File: src/rtl/prog_loader_pkg.sv
// Shared definitions for the program loader: FSM state encoding and stream framing.
package prog_loader_pkg;

  localparam int BYTE_W         = 8;
  localparam int BYTES_PER_WORD = 4;

  typedef enum logic [2:0] {
    ST_IDLE  = 3'd0,
    ST_LOAD  = 3'd1,
    ST_WR    = 3'd2,
    ST_START = 3'd3,
    ST_RUN   = 3'd4,
    ST_DONE  = 3'd5
  } state_e;

  function automatic logic state_is_busy(input state_e s);
    return (s == ST_LOAD) || (s == ST_WR) || (s == ST_START) || (s == ST_RUN);
  endfunction

endpackage

File: src/rtl/prog_loader_if.sv
// Byte stream, processor memory port and memory port bundled for the program loader.
interface prog_loader_if #(
  parameter int ADDR_W = 8,
  parameter int DATA_W = 32
);

  logic              s_valid;
  logic [7:0]        s_data;
  logic              s_ready;

  logic              p_w_en;
  logic [ADDR_W-1:0] p_addr;
  logic [DATA_W-1:0] p_wdata;
  logic              p_start;
  logic              p_done;

  logic              mem_w_en;
  logic [ADDR_W-1:0] mem_addr;
  logic [DATA_W-1:0] mem_wdata;

  modport slave (
    input  s_valid, s_data, p_w_en, p_addr, p_wdata, p_done,
    output s_ready, p_start, mem_w_en, mem_addr, mem_wdata
  );

  modport master (
    output s_valid, s_data, p_w_en, p_addr, p_wdata, p_done,
    input  s_ready, p_start, mem_w_en, mem_addr, mem_wdata
  );

endinterface

File: src/rtl/prog_loader_byte_packer.sv
// Packs accepted stream bytes little-endian into one memory word using a 2-bit lane counter.
module prog_loader_byte_packer
  import prog_loader_pkg::*;
#(
  parameter int DATA_W = 32
) (
  input  logic              clk,
  input  logic              rst,
  input  logic              clear,
  input  logic              in_vld,
  input  logic [BYTE_W-1:0] in_byte,
  output logic [DATA_W-1:0] word,
  output logic              word_full
);

  logic [1:0]        lane_q, lane_d;
  logic [DATA_W-1:0] word_q, word_d;

  always_comb begin
    lane_d    = lane_q;
    word_d    = word_q;
    word_full = 1'b0;
    if (clear) begin
      lane_d = 2'd0;
    end else if (in_vld) begin
      word_d[BYTE_W*int'(lane_q) +: BYTE_W] = in_byte;
      lane_d    = lane_q + 2'd1;
      word_full = (lane_q == 2'(BYTES_PER_WORD - 1));
    end
  end

  // Only the lane pointer is reset; every lane is rewritten before a word is used.
  always_ff @(posedge clk) begin
    if (!rst) begin
      lane_q <= 2'd0;
    end else begin
      lane_q <= lane_d;
    end
  end

  always_ff @(posedge clk) begin
    word_q <= word_d;
  end

  assign word = word_q;

endmodule

File: src/rtl/prog_loader.sv
// Loads a framed byte stream into program memory, starts the processor and waits for done.
module prog_loader
  import prog_loader_pkg::*;
#(
  parameter int ADDR_W  = 8,
  parameter int DATA_W  = 32,
  parameter int TIMEOUT = 4096
) (
  input  logic           clk,
  input  logic           rst,
  prog_loader_if.slave   bus,
  output logic           busy,
  output logic           run_done,
  output logic           err
);

  localparam int                TMO_W    = (TIMEOUT > 1) ? $clog2(TIMEOUT) : 1;
  localparam logic [TMO_W-1:0]  TMO_LAST = TMO_W'(TIMEOUT - 1);

  state_e            state_q, state_d;
  logic [ADDR_W-1:0] word_q, word_d;
  logic [ADDR_W-1:0] last_q, last_d;
  logic [TMO_W-1:0]  tmo_q, tmo_d;
  logic              run_done_q, run_done_d;
  logic              err_q, err_d;

  logic              rdy;
  logic              pk_vld;
  logic              pk_clear;
  logic              pk_full;
  logic [DATA_W-1:0] pk_word;

  assign rdy         = (state_q == ST_IDLE) || (state_q == ST_LOAD);
  assign bus.s_ready = rst & rdy;
  assign pk_vld      = (state_q == ST_LOAD) & bus.s_valid & bus.s_ready;

  prog_loader_byte_packer #(
    .DATA_W (DATA_W)
  ) u_packer (
    .clk       (clk),
    .rst       (rst),
    .clear     (pk_clear),
    .in_vld    (pk_vld),
    .in_byte   (bus.s_data),
    .word      (pk_word),
    .word_full (pk_full)
  );

  always_comb begin
    state_d    = state_q;
    word_d     = word_q;
    last_d     = last_q;
    tmo_d      = tmo_q;
    run_done_d = run_done_q;
    err_d      = err_q;
    pk_clear   = 1'b0;
    unique case (state_q)
      ST_IDLE: begin
        if (bus.s_valid) begin
          last_d     = ADDR_W'(bus.s_data);
          word_d     = '0;
          run_done_d = 1'b0;
          err_d      = 1'b0;
          pk_clear   = 1'b1;
          state_d    = ST_LOAD;
        end
      end
      ST_LOAD: begin
        if (pk_full) state_d = ST_WR;
      end
      // The word counter stops at last, so a full 256-word load never wraps to 0.
      ST_WR: begin
        if (word_q == last_q) begin
          state_d = ST_START;
        end else begin
          word_d  = word_q + 1'b1;
          state_d = ST_LOAD;
        end
      end
      ST_START: begin
        tmo_d   = '0;
        state_d = ST_RUN;
      end
      ST_RUN: begin
        if (bus.p_done) begin
          run_done_d = 1'b1;
          state_d    = ST_DONE;
        end else if ((TIMEOUT != 0) && (tmo_q == TMO_LAST)) begin
          run_done_d = 1'b1;
          err_d      = 1'b1;
          state_d    = ST_DONE;
        end else begin
          tmo_d = tmo_q + 1'b1;
        end
      end
      ST_DONE: begin
        state_d = ST_IDLE;
      end
      default: begin
        state_d = ST_IDLE;
      end
    endcase
  end

  always_ff @(posedge clk) begin
    if (!rst) begin
      state_q    <= ST_IDLE;
      word_q     <= '0;
      last_q     <= '0;
      tmo_q      <= '0;
      run_done_q <= 1'b0;
      err_q      <= 1'b0;
    end else begin
      state_q    <= state_d;
      word_q     <= word_d;
      last_q     <= last_d;
      tmo_q      <= tmo_d;
      run_done_q <= run_done_d;
      err_q      <= err_d;
    end
  end

  // Loader owns the memory port only while loading; the processor sees it otherwise.
  always_comb begin
    bus.mem_w_en  = bus.p_w_en;
    bus.mem_addr  = bus.p_addr;
    bus.mem_wdata = bus.p_wdata;
    if (!rst) begin
      bus.mem_w_en  = 1'b0;
      bus.mem_addr  = '0;
      bus.mem_wdata = '0;
    end else if ((state_q == ST_LOAD) || (state_q == ST_WR)) begin
      bus.mem_w_en  = (state_q == ST_WR);
      bus.mem_addr  = word_q;
      bus.mem_wdata = pk_word;
    end
  end

  assign bus.p_start = (state_q == ST_START);
  assign busy        = state_is_busy(state_q);
  assign run_done    = run_done_q;
  assign err         = err_q;

endmodule
File: src/flat_wrapper.sv
// flat-port wrapper written by rule: the top's interface ports become plain ports
module prog_loader_flat import prog_loader_pkg::*;
#(
  parameter int ADDR_W  = 8,
  parameter int DATA_W  = 32,
  parameter int TIMEOUT = 4096
)
  (clk, rst, busy, run_done, err, bus_s_valid, bus_s_data, bus_p_w_en, bus_p_addr, bus_p_wdata, bus_p_done, bus_s_ready, bus_p_start, bus_mem_w_en, bus_mem_addr, bus_mem_wdata);
  prog_loader_if #(.ADDR_W(ADDR_W), .DATA_W(DATA_W)) bus_i ();
  input  logic clk;
  input  logic rst;
  output logic busy;
  output logic run_done;
  output logic err;
  input wire logic [$bits(bus_i.s_valid)-1:0] bus_s_valid;
  input wire logic [$bits(bus_i.s_data)-1:0] bus_s_data;
  input wire logic [$bits(bus_i.p_w_en)-1:0] bus_p_w_en;
  input wire logic [$bits(bus_i.p_addr)-1:0] bus_p_addr;
  input wire logic [$bits(bus_i.p_wdata)-1:0] bus_p_wdata;
  input wire logic [$bits(bus_i.p_done)-1:0] bus_p_done;
  output wire logic [$bits(bus_i.s_ready)-1:0] bus_s_ready;
  output wire logic [$bits(bus_i.p_start)-1:0] bus_p_start;
  output wire logic [$bits(bus_i.mem_w_en)-1:0] bus_mem_w_en;
  output wire logic [$bits(bus_i.mem_addr)-1:0] bus_mem_addr;
  output wire logic [$bits(bus_i.mem_wdata)-1:0] bus_mem_wdata;
  assign bus_i.s_valid = bus_s_valid;
  assign bus_i.s_data = bus_s_data;
  assign bus_i.p_w_en = bus_p_w_en;
  assign bus_i.p_addr = bus_p_addr;
  assign bus_i.p_wdata = bus_p_wdata;
  assign bus_i.p_done = bus_p_done;
  assign bus_s_ready = bus_i.s_ready;
  assign bus_p_start = bus_i.p_start;
  assign bus_mem_w_en = bus_i.mem_w_en;
  assign bus_mem_addr = bus_i.mem_addr;
  assign bus_mem_wdata = bus_i.mem_wdata;
  prog_loader #(.ADDR_W(ADDR_W), .DATA_W(DATA_W), .TIMEOUT(TIMEOUT)) u_core (.clk(clk), .rst(rst), .bus(bus_i), .busy(busy), .run_done(run_done), .err(err));
endmodule
File: config.mk
export PLATFORM = sky130hd
export DESIGN_NAME = prog_loader_flat
export DESIGN_NICKNAME = d
export VERILOG_FILES = /design/src/rtl/prog_loader_pkg.sv /design/src/rtl/prog_loader_if.sv /design/src/rtl/prog_loader_byte_packer.sv /design/src/rtl/prog_loader.sv /design/src/flat_wrapper.sv
export SDC_FILE = /design/constraint.sdc
export NUM_CORES = 1
export LEC_CHECK = 0
export ABC_AREA = 1
export CORE_ASPECT_RATIO = 0.7
export CORE_MARGIN = 5
export CORE_UTILIZATION = 53
export DETAILED_ROUTE_END_ITERATION = 7
export GPL_TIMING_DRIVEN = 0
export PLACE_DENSITY = 0.86
export SLEW_MARGIN = 40
export SYNTH_ARGS = -nofsm -noshare
export SYNTH_HDL_FRONTEND = slang
export SYNTH_SLANG_ARGS = --single-unit
File: constraint.sdc
create_clock -name clk -period 2.6 [get_ports clk]
set_input_delay 0.65 -clock clk [delete_from_list [all_inputs] [get_ports clk]]
set_output_delay 0.65 -clock clk [all_outputs]
set_load 0.01 [all_outputs]
# == Yosys cells after proc, flatten, opt, wreduce, memory -nomap -nowiden ==
# Index checks and enable logic that the tools add are counted.
# Widths: inputs -> output; s select.
# word_totals
reg_bits,67
output_inout_bits,46
word_cells,78
# classes
add_sub_neg,4
n_eq_ne,14
shift,2
mux,29
n_bitwise,5
n_reduce_logical,16
# ops
op,count
$mux 32,2
$neg 5->33,1
$shift 8x33->32 const A,1
$shiftx 8x33->32,1
$bwmux 32,1
$mux 8,4
$mux 12,2
$pmux 12 s2,1
$pmux 8 s2,1
$pmux 3 s5,1
$add 12x1->12 const B,1
$eq 12x12->1 const B,1
$mux 3,4
$reduce_and 3->1,4
$mux 1,10
$add 8x1->8 const B,1
$eq 8x8->1,1
$ne 2x2->1 const B,4
$eq 3x2->1 const B,2
$reduce_bool 2->1,3
$logic_or 1x1->1,4
$ne 2x1->1 const B,2
$pmux 1 s2,2
$reduce_and 2->1,2
11 further kinds,14

# == Longest topological paths before layout ==
# depth
ltp_word,8
ltp_mapped,12

# == Hierarchy ==
# A second synthesis with hierarchy kept.
# hier_totals
hier_cells,550
area_unflattened_um2,3926.3
# modules_own_cells
module,n_inst,cells_each,area_per_inst_um2
prog_loader,1,422,2461.1
prog_loader_byte_packer,1,128,1465.2

# == Least setup slack after synthesis ==
# No wires, ideal clock.
# synth_path
path_kind,reg2out
start,register u_core.state_q[2]
end,output port bus_mem_wdata[27]
arrival_time_ps,1306
slack_ps,644
path_stages_with_launch,8
path_buffers,2
path_cell_list,dfxtp_1 > inv_2 > nand3_1 > nand2_1 > buf_2 > buf_2 > o21ai_0 > nor2_1
# synth_between
elab_chain_cells,4
elab_cells_between_ends,5
cone_classes,eq/ne (2); mux (2); reduce/logical (1)
# synth_lines
item,line_no,rtl
start: declaration,prog_loader.sv:20,"state_e state_q, state_d;"
start signal: assignment,prog_loader.sv:114,state_q <= state_d;
$eq 3x1->1 or $eq 3x2->1 (tied branches),prog_loader.sv:132,end else if ((state_q == ST_LOAD) || (state_q == ST_WR)) begin
$logic_or 1x1->1 (*),prog_loader.sv:132,
$mux 32 (*),prog_loader.sv:132,
$mux 32 (*),prog_loader.sv:128,if (!rst) begin
end: declaration,flat_wrapper.sv:25,output wire logic [$bits(bus_i.mem_wdata)-1:0] bus_mem_wdata;
# Mark *: on every way between the ends. The rest lies on a longest branch, timed or not.

# == Worst setup path after layout ==
# layout_path
start,register u_core.state_q[1]
end,output port bus_mem_wdata[24]
# Same word-level chain as after synthesis.

==> impl_results.md <==
* Top cells by count, synth: nor2_1 (120), nand2_1 (101), o21ai_0 (50), inv_1 (47), dfxtp_1 (35)
* CTS Hold Buffers Added at 0
* Cells after Synth at 530
* First drt pass iteration count at 5
* Maximum capacitance violations at 0
* Startpoint types: flip-flop
* Via/cell ratio at 5.52
* Mean Syn Cell Area at 7.15 um2
* First-pass GRT wire length at 19.2 mm
* CP Cell Sequence: inv_1 -> nand3_4 -> nand2_2 -> buf_8 -> buf_4 -> o21ai_0 -> nor2_1 -> dlygate4sd2_1
* Synth area leaders: edfxtp_1 (25%), dfxtp_1 (18%), nor2_1 (12%)
* GRT Util Overall at 27.0%
* Worst-path clk slew at 80 ps
* Initial core utilization at 55.3%
* Core area at 6850 um2
* Total wire length at 12.0 mm
* Routed vias at 4077
* Biggest area consumer among synthesized cells: edfxtp_1
* Clk Latency, worst-skew pair at 370 ps
* Area Overhead vs Synth at 34.4%
* Final setup fails at 0
* Post-DR wirelength/cell at 16.2 um
* Fin crit period at 2560 ps
* Max incr delay on CP at 390 ps
* Crit path DAT at 1910 ps
* Worst slack, placed at -609 ps
* Die Y-Extent at 80.8 um
* Post-synth EDFFs at 32
* Fmax at 391 MHz
* Reg area at 1670 um2
* Worst hold path class: flip-flop to flip-flop
* Synth Area in Adders at 2.31%
* Dpl hpwl at 8.66 mm
* Run status: complete, no violations
* Worst Clk Skew at 13.2 ps
* Main combinational cell family by area after synthesis: simple AND/OR/NAND/NOR gates
* Synth Warn # at 0
* Final Max Tran Viols at 0
* Post-synth ARST share at 0%
* Antenna-violating nets left at 0
* I/O Buffers at 98
* Die Span X at 111 um
* Leakage power at 2.10 nW
* Util after Layout at 74.4%
* Mux share of post-synthesis cell area at 0%
* Top cell type's share of synthesized area at 25.4%
* GRT overflow at 0
* Worst VDD drop at 370 uV
* Residual DRC at 0
* H-tree depth at 3
* TritonCTS clock tree: done
* Mapped cell area at 3790 um2
* CTS root buffer: clkbuf_8
* ANT cells at 0
* Post-synthesis cell type count at 35
* Synth Area in Compound Gates at 12.8%
* Slowest-stage cell, CP: dfxtp_4
* Relative slew slack at 47.6%
* Largest net degree at the start of global routing at 14
* Max Fanout on Critical Path at 10
* Final Hold Viols at 0
* DRC marker count from the first detailed-route iteration at 330
* Most numerous cell in the Yosys netlist: nor2_1
* Share of layout cells above drive strength 1 at 11.6%
* Final hold slack at 472 ps
* Gpl congestion at 0.910
* Nature of the critical path endpoint: primary output
* Nets@finish at 700
* Buffers and inverters on the worst path at 4
* Critical Path RT at 1950 ps
* Ys flop type: dfxtp_1
* Setup TNS at 0 ps
* CTS Buffer Depth at 2
* I/O Pins at 99
* CP delay by family, top: buffers and inverters
* Mapped Nets at 590
* Final setup margin at 44.2 ps
* Simple-gate area share of the yosys netlist at 30.8%
* CTS sink cnt at 67
* Post-Synth XOR/XNOR Area at 1.85%
* Power Density at 552 nW/um2
* CTS Buf Count at 9
* Register area share after synthesis at 43.8%
* Number of synthesized register bits at 67
* Worst slew pin tran at 783 ps
* DIE AREA at 8970 um2
* Initial antenna violation count at 0
* Area of the multi-input gates at 1830 um2
* Critical setup path kind: flip-flop to primary output
* Layout filler cell count at 526
* Final period util at 98.3%
* Number of global-route vias before repair at 3947
* Core Rows at 25
metrics by stage:
step	cells	power [W]	instance area (um2)
detailed placement	722	0.00185	4890
CTS	739	0.00280	5140
global route	739	0.00294	5090
global placement	722	0.00183	4890
finish	739	0.00281	5090
floorplan	530	0.00151	3790
logic make-up (layout without fill, tap and decap cells):
group,after synthesis,in the layout
AOI/OAI and AO/OA,93,93
xor gates and xnor gates,8,8
adders and majority gates,7,7
buffers and inverters,76,191
DFF,67,67
and+or+nand+nor,279,279
flip-flops by register name, indices dropped and copies added, names as in the netlist:
name / cells
u_core.tmo_q: 12
u_core.run_done: 1
u_core.state_q: 3
u_core.err: 1
u_core.last_q: 8
u_core.u_packer.word: 32
u_core.u_packer.lane_q: 2
u_core.word_q: 8
worst min-delay path, delay by kind of cell, from the launching register on:
| kind | cells | cell delay, ps |
|---|---|---|
| DFF | 1 | 320 |
| and+or+nand+nor | 1 | 60 |
| AOI/OAI and AO/OA | 1 | 50 |
final timing paths:
check        cells after the start  slack (ps)                        to                 startpoint
max                              8          40         bus_mem_wdata[24]          u_core.state_q[1]
min                              2         470           u_core.run_done            u_core.run_done
max reg2reg                      6         400  u_core.u_packer.word[19]  u_core.u_packer.lane_q[0]
min reg2reg                      2         470           u_core.run_done            u_core.run_done
power by group:
group	switching (W)	internal, W
Clock	0.000451	0.000546
Combinational	0.000382	0.000280
Sequential	0.0000249	0.00113
Total	0.000858	0.00196
cell usage in the layout, fill, tap and decap left out, types with 7 or more instances in the layout:
| cell | instances |
|---|---|
| nor3_1 | 20 |
| nor2_1 | 120 |
| nand3_1 | 23 |
| dlygate4sd2_1 | 20 |
| clkbuf_8 | 9 |
| a21oi_1 | 34 |
| dfxtp_1 | 32 |
| clkbuf_2 | 22 |
| clkdlybuf4s50_1 | 55 |
| edfxtp_1 | 32 |
| o21ai_0 | 49 |
| inv_1 | 46 |
| nand2_1 | 100 |
| ha_1 | 7 |
per-layer routing:
layer	track usage, %	vias up	routed length [um]
met1	33.7	1882	5010
met2	46.4	222	5510
li1	-	1936	-
met3	7.67	37	1160
met5	0	-	0
met4	8.26	0	278
area by class of cell:
cell class                      instances  share of cell area, %
Multi-Input combinational cell        387                   36.0
Sequential cell                        67                   32.7
Timing Repair Buffer                   99                   17.3
Inverter                               52                   4.08
Buffer                                 24                   3.24
Clock buffer                            9                   2.43
Tap cell                               94                   2.31
Clock inverter                          7                   1.94
repair_timing:
action,CTS,global route
gates resized for setup,76,42
pin swaps,0,2
buffers inserted,1,0
endpoints found under the hold margin,0,0
gates cloned,0,0
setup endpoints to repair,43,29
(Power assumes the default switching activity.)
